--- config.mk ---
export PLATFORM = sky130hd
export DESIGN_NAME = kbd_io_slave
export DESIGN_NICKNAME = d
export VERILOG_FILES = /design/src/rtl/kbd_io_pkg.sv /design/src/rtl/ps2_rx.sv /design/src/rtl/kbd_io_slave.sv
export SDC_FILE = /design/constraint.sdc
export NUM_CORES = 1
export LEC_CHECK = 0
export CAP_MARGIN = 20
export CELL_PAD_IN_SITES_DETAIL_PLACEMENT = 0
export CELL_PAD_IN_SITES_GLOBAL_PLACEMENT = 1
export CORE_MARGIN = 1.5
export CORE_UTILIZATION = 40
export DETAILED_ROUTE_END_ITERATION = 6
export GPL_TIMING_DRIVEN = 0
export PLACE_DENSITY_LB_ADDON = 0.15
export SYNTH_ARGS = -nofsm -noshare
export SYNTH_HDL_FRONTEND = slang
export SYNTH_SLANG_ARGS = --single-unit
--- constraint.sdc ---
create_clock -name clk -period 8.08 [get_ports clk]
set_input_delay 0.808 -clock clk [delete_from_list [all_inputs] [get_ports clk]]
set_output_delay 0.808 -clock clk [all_outputs]
set_load 0.005 [all_outputs]
--- src/rtl/kbd_io_pkg.sv ---
// Shared types and constants for the memory-mapped PS/2 keyboard slave.
package kbd_io_pkg;

  localparam logic [1:0] REG_DATA   = 2'd0;
  localparam logic [1:0] REG_STATUS = 2'd1;

  // STATUS read layout: {26'b0, perr, ovf, count[3:0]}
  localparam int ST_OVF_BIT  = 4;
  localparam int ST_PERR_BIT = 5;

  // STATUS write: set bits clear the matching sticky flag
  localparam int CLR_OVF_BIT  = 0;
  localparam int CLR_PERR_BIT = 1;

  typedef enum logic {B_IDLE, B_ACK} bus_state_t;

  typedef enum logic [1:0] {R_IDLE, R_DATA, R_PARITY, R_STOP} rx_state_t;

endpackage

--- src/rtl/ps2_rx.sv ---
// PS/2 frame receiver: synchronisers, falling-edge detect, frame FSM and inactivity timeout.
// Odd-parity checking is compiled in only when KBD_PARITY_CHECK_EN is defined.
module ps2_rx
  import kbd_io_pkg::*;
#(
  parameter int TIMEOUT = 50000
) (
  input  logic       clk,
  input  logic       reset,
  input  logic       ps2_clk,
  input  logic       ps2_data,
  output logic [7:0] code,
  output logic       code_vld,
  output logic       par_err
);

  localparam int TW = $clog2(TIMEOUT + 1);

  logic [1:0]  clk_sync, data_sync;
  logic        clk_prev;
  logic        fall, bit_in, timeout;
  rx_state_t   state_q, state_d;
  logic [2:0]  bit_cnt;
  logic [7:0]  shift;
  logic [TW-1:0] timer;
`ifdef KBD_PARITY_CHECK_EN
  logic        parity_q;
  logic        par_ok;
  assign par_ok = ^{parity_q, shift};
`endif

  assign fall    = clk_prev & ~clk_sync[1];
  assign bit_in  = data_sync[1];
  assign timeout = (state_q != R_IDLE) && (timer == TW'(TIMEOUT - 1));
  assign code    = shift;

  // NOTE: defaults are assigned first so every path drives every output and no latch is inferred.
  always_comb begin
    state_d  = state_q;
    code_vld = 1'b0;
    par_err  = 1'b0;
    if (fall) begin
      case (state_q)
        R_IDLE:   if (!bit_in) state_d = R_DATA;
        R_DATA:   if (bit_cnt == 3'd7) state_d = R_PARITY;
        R_PARITY: state_d = R_STOP;
        R_STOP: begin
          state_d = R_IDLE;
          if (bit_in) begin
`ifdef KBD_PARITY_CHECK_EN
            code_vld = par_ok;
            par_err  = ~par_ok;
`else
            code_vld = 1'b1;
`endif
          end
        end
        default:  state_d = R_IDLE;
      endcase
    end else if (timeout) begin
      state_d = R_IDLE;
    end
  end

  // NOTE: sequential state uses non-blocking assignments so every flop samples pre-edge values.
  always_ff @(posedge clk or posedge reset) begin
    if (reset) begin
      clk_sync  <= 2'b11;
      data_sync <= 2'b11;
      clk_prev  <= 1'b1;
      state_q   <= R_IDLE;
      bit_cnt   <= '0;
      shift     <= '0;
      timer     <= '0;
`ifdef KBD_PARITY_CHECK_EN
      parity_q  <= 1'b0;
`endif
    end else begin
      clk_sync  <= {clk_sync[0], ps2_clk};
      data_sync <= {data_sync[0], ps2_data};
      clk_prev  <= clk_sync[1];
      state_q   <= state_d;
      timer     <= (state_q == R_IDLE || fall) ? '0 : timer + 1'b1;
      if (fall) begin
        case (state_q)
          R_IDLE: bit_cnt <= '0;
          R_DATA: begin
            shift   <= {bit_in, shift[7:1]};
            bit_cnt <= bit_cnt + 3'd1;
          end
`ifdef KBD_PARITY_CHECK_EN
          R_PARITY: parity_q <= bit_in;
`endif
          default: ;
        endcase
      end
    end
  end

endmodule

--- src/rtl/kbd_io_slave.sv ---
// Memory-mapped PS/2 keyboard slave: receiver -> scan-code FIFO -> registers with one wait state.
// Define KBD_PARITY_CHECK_EN to drop bad-parity frames and report them in STATUS.perr.
module kbd_io_slave
  import kbd_io_pkg::*;
#(
  parameter logic [31:0] BASE_ADDR = 32'hFFFF_FF00,
  parameter int          DEPTH     = 8,
  parameter int          TIMEOUT   = 50000
) (
  input  logic        clk,
  input  logic        reset,
  input  logic [31:0] addr,
  input  logic [31:0] data_i,
  input  logic        we,
  input  logic        stb,
  output logic [31:0] data_o,
  output logic        ack,
  input  logic        ps2_clk,
  input  logic        ps2_data,
  output logic        irq
);

  localparam int AW = $clog2(DEPTH);

  logic [7:0]  rx_code;
  logic        rx_vld, rx_perr;

  ps2_rx #(.TIMEOUT(TIMEOUT)) u_rx (
    .clk      (clk),
    .reset    (reset),
    .ps2_clk  (ps2_clk),
    .ps2_data (ps2_data),
    .code     (rx_code),
    .code_vld (rx_vld),
    .par_err  (rx_perr)
  );

  logic [7:0]  mem [DEPTH];
  logic [AW:0] wr_ptr, rd_ptr, count;
  logic        empty, full, push, pop, ovf, perr, ovf_set, clr_ovf, clr_perr;
  logic        sel, req, accept;
  logic [1:0]  off;
  logic [31:0] rd_word, status_word;
  bus_state_t  bus_q, bus_d;
  logic        unused_bits;

  assign unused_bits = ^{addr[1:0], data_i[31:2]};

  assign count = wr_ptr - rd_ptr;
  assign empty = (count == '0);
  assign full  = (count == (AW + 1)'(DEPTH));
  assign irq   = ~empty;

  assign sel    = (addr[31:4] == BASE_ADDR[31:4]);
  assign req    = sel & (stb | we);
  assign accept = (bus_q == B_IDLE) & req;
  assign off    = addr[3:2];
  assign ack    = (bus_q == B_ACK);

  // A write strobe wins over a simultaneous read strobe.
  assign pop      = accept & ~we & (off == REG_DATA) & ~empty;
  assign push     = rx_vld & (~full | pop);
  assign ovf_set  = rx_vld & full & ~pop;
  assign clr_ovf  = accept & we & (off == REG_STATUS) & data_i[CLR_OVF_BIT];
  assign clr_perr = accept & we & (off == REG_STATUS) & data_i[CLR_PERR_BIT];

  always_comb begin
    status_word              = '0;
    status_word[3:0]         = 4'(count);
    status_word[ST_OVF_BIT]  = ovf;
    status_word[ST_PERR_BIT] = perr;
    case (off)
      REG_DATA:   rd_word = empty ? '0 : {23'b0, 1'b1, mem[rd_ptr[AW-1:0]]};
      REG_STATUS: rd_word = status_word;
      default:    rd_word = '0;
    endcase
  end

  always_comb begin
    bus_d = bus_q;
    case (bus_q)
      B_IDLE:  if (req) bus_d = B_ACK;
      B_ACK:   bus_d = B_IDLE;
      default: bus_d = B_IDLE;
    endcase
  end

  always_ff @(posedge clk or posedge reset) begin
    if (reset) begin
      bus_q  <= B_IDLE;
      data_o <= '0;
      wr_ptr <= '0;
      rd_ptr <= '0;
      ovf    <= 1'b0;
      perr   <= 1'b0;
    end else begin
      bus_q <= bus_d;
      if (accept && !we) data_o <= rd_word;
      if (push) wr_ptr <= wr_ptr + 1'b1;
      if (pop)  rd_ptr <= rd_ptr + 1'b1;
      // Set has priority over a same-cycle clear.
      ovf  <= ovf_set | (ovf & ~clr_ovf);
      perr <= rx_perr | (perr & ~clr_perr);
    end
  end

  // NOTE: FIFO storage has no reset; the pointers alone define which entries are valid.
  always_ff @(posedge clk) begin
    if (push) mem[wr_ptr[AW-1:0]] <= rx_code;
  end

endmodule

==> out/qor.yml <==
run_status:
  status: "finished clean"
hold_path:
  worst_hold_path_type: "register to register"
timing:
  period_share_pct: 50.0
  max_freq_mhz: 248
  setup-violations-final: 0
  setup_ws_ns: 4.04
  grt_setup_unrepaired: "false"
  fin_hold_ws_ns: 0.354
  finalClockSkew_ns: 0.00826
  relSlewSlack_pct: 48.9
  tightest_slew_ns: 0.764
  drv_slew: 0
  hold_viol: 0
  min_period_ns: 4.04
  fin_setup_tns_ns: 0
placed_design:
  globalplace.congestion: 0.708
  post-place-ws_ns: 4.05
  post-dp-hpwl_um: 7400
  io_buffers: 46
power_and_ir_drop:
  p_sw_uw: 371
  seq_power_share_pct: 44.9
  combPwrFrac_pct: 7.2
  internal_power_mw: 1.22
  swShare_pct: 23.2
  p_leak_nw: 2.74
  pwr-share-clk_pct: 47.9
  power_mw: 1.60
  powerDensity_mw_per_mm2: 235
  vdd_ir_drop_max_uv: 120
synth:
  synth-seq-cells: 118
  postSynthAreaPerCell_sq_um: 14.6
  synth_most_common_cell: "edfxtp_1"
  ys_seq_area_share_pct: 60.8
  yosysTopAreaCellShare_pct: 35.6
  ys_top_cells_by_count: "edfxtp_1, dfrtp_1, buf_4, nor2_1, nand2_1"
  synthArstFlopShare_pct: 45.8
  synthFlopType: "edfxtp_1"
  syn-cell-area_sq_mm: 0.00539
  synth_edf_count: 64
  synth_cell_type_count: 63
  synthTopCellsByArea: "edfxtp_1, dfrtp_1, mux4_2, buf_4, ha_1"
  yosys_warnings: 0
  yosys.area.top_type: "edfxtp_1"
  synthCells: 370
route:
  via_per_inst: 4.88
  wl_met2_um: 4940
  met1Wirelength_um: 4940
  drt_iter0_markers: 164
  avgRoutedWirePerCell_um: 16.4
  wl_met3_um: 677
  drc: 0
  route.top_layer_used: "met4"
  postRouteAntennaNets: 0
  wirelength_um: 10700
  vias: 3166
  first_pass_iters: 4
clock_tree:
  clock_sinks: 118
  cts_tree: "yes"
  cts_buffers: 17
  htree_levels: 4
  cts_resized: 0
  worst_skew_pair.late_latency_ns: 0.41
  clock_path_buffers: 2
  post_cts_buffers: 0
  cts_root_buffer: "clkbuf_16"
  hold_buffers: 0
  cts.clk_slew.worst_paths_ns: 0.05
global_routing:
  antenna_found_initial: 0
  grt_max_degree: 38
  grtUsageTotal_pct: 16.2
  grt.overflow.total: 0
  grt_pass1_wl_um: 17000
  grt_pass1_vias: 3181
setup_path:
  endpoint: "irq"
  critPathArrivalTime_ns: 3.23
  start_kind: "register"
  crit_slowest_cell: "clkdlybuf4s50_1"
  regToRegSetupSlack_ns: 4.20
  worstSetupEndpointType: "output pin"
  required_ns: 7.27
  crit_family: "buffers and inverters"
  crit_fanout: 10
  r2r_end: "mem[1][5]"
  path_cells: "clkbuf_1 > inv_1 > ha_1 > and3b_1 > or3_4 > nand3_1 > clkdlybuf4s50_1"
  crit_cells: 7
  rr_startpoint: "rd_ptr[2]"
  cp_num_buf_inv: 3
  cp-startpoint: "rd_ptr[2]"
  r2r_cells: 9
  crit_type: "register to output pin"
  slowest_delay_ns: 0.52
floorplanning:
  dieArea_sq_mm: 0.0142
  row_count: 42
  die_h_um: 119
  die_w_um: 119
  ios: 104
  coreArea_sq_mm: 0.0132
  initial_core_util_pct: 40.9
cells_and_area:
  drive_above_1_share_pct: 24.3
  postLayoutCoreUtil_pct: 51.5
  area_delta_synth_final_pct: 26.0
  fillCellCount: 1100
  n_antenna_cell: 0
  layout.nets: 543
run:
  drv_cap: 0
==> registers in the layout, summed over array words and instances, names as in the netlist, 2 cells and up <==
name	flops
data_o	9
u_rx.timer	16
u_rx.code	8
u_rx.bit_cnt	3
u_rx.state_q	2
rd_ptr	4
wr_ptr	4
u_rx.clk_sync	2
u_rx.data_sync	2
mem	64
==> power by group through the flow <==
stage,Combinational (mW),Clock [mW],Sequential (mW)
finish,0.115,0.764,0.716
global route,0.130,0.804,0.722
CTS,0.117,0.778,0.715
detailed placement,0.116,0,0.727
global placement,0.112,0,0.724
floorplan,0.0784,0,0.715
==> cells by family (layout without fill, tap and decap cells) <==
kind of cell               Yosys count  in the layout  synth area share (%)
DFF                                118            118                  60.8
and+or+nand+nor                     98             98                  11.5
xor gates and xnor gates            19             19                  3.09
AOI/OAI and AO/OA                   37             37                  5.15
muxes                               35             35                  10.5
adders and majority gates           13             13                  3.16
buffers and inverters               49            130                  5.71
other                                1             23                0.0695
==> layout make-up <==
class                           count  area, sq um  area share [%]
Buffer                             35          255            3.76
Clock buffer                       18          429            6.31
Clock inverter                     14          176            2.60
Inverter                           14         52.6           0.773
Multi-Input combinational cell    225         1890            27.8
Sequential cell                   118         3280            48.3
Tap cell                          176          220            3.24
Timing Repair Buffer               49          495            7.29
==> placed cells by master, fill, tap and decap left out, types with 7 or more instances in the layout <==
cell / count
mux4_2: 16
clkdlybuf4s50_1: 46
mux2_2: 8
o21ai_0: 12
nand3_1: 13
inv_1: 12
xor2_1: 12
conb_1: 23
ha_1: 12
mux2i_1: 9
dfrtp_1: 49
edfxtp_1: 64
nor2_1: 22
xnor2_1: 7
nand2_1: 20
buf_4: 27
clkbuf_16: 17
==> how the worst min path moves through the flow <==
stage / slack, ns / cells past startpoint / endpoint / startpoint
2_1_floorplan: 0.35 / 0 / u_rx.clk_sync[1] / u_rx.clk_sync[0]
4_1_cts: 0.36 / 0 / u_rx.clk_sync[1] / u_rx.clk_sync[0]
3_3_place_gp: 0.35 / 0 / u_rx.clk_sync[1] / u_rx.clk_sync[0]
3_5_place_dp: 0.35 / 0 / u_rx.clk_sync[1] / u_rx.clk_sync[0]
5_1_grt: 0.36 / 0 / u_rx.data_sync[1] / u_rx.data_sync[0]
6_report: 0.35 / 0 / u_rx.clk_sync[1] / u_rx.clk_sync[0]
==> per-stage QoR <==
stage          instance area (sq um)  std cells
3_3_place_gp                    6160        614
4_1_cts                         6800        649
6_report                        6800        649
2_1_floorplan                   5480        392
3_5_place_dp                    6190        617
5_1_grt                         6800        649
==> layer usage <==
layer	global-route usage, %	up-vias
met1	22.0	1545
met4	6.25	0
met3	5.32	13
met5	0	-
met2	24.3	89
li1	-	1519
(Power assumes the default switching activity.)
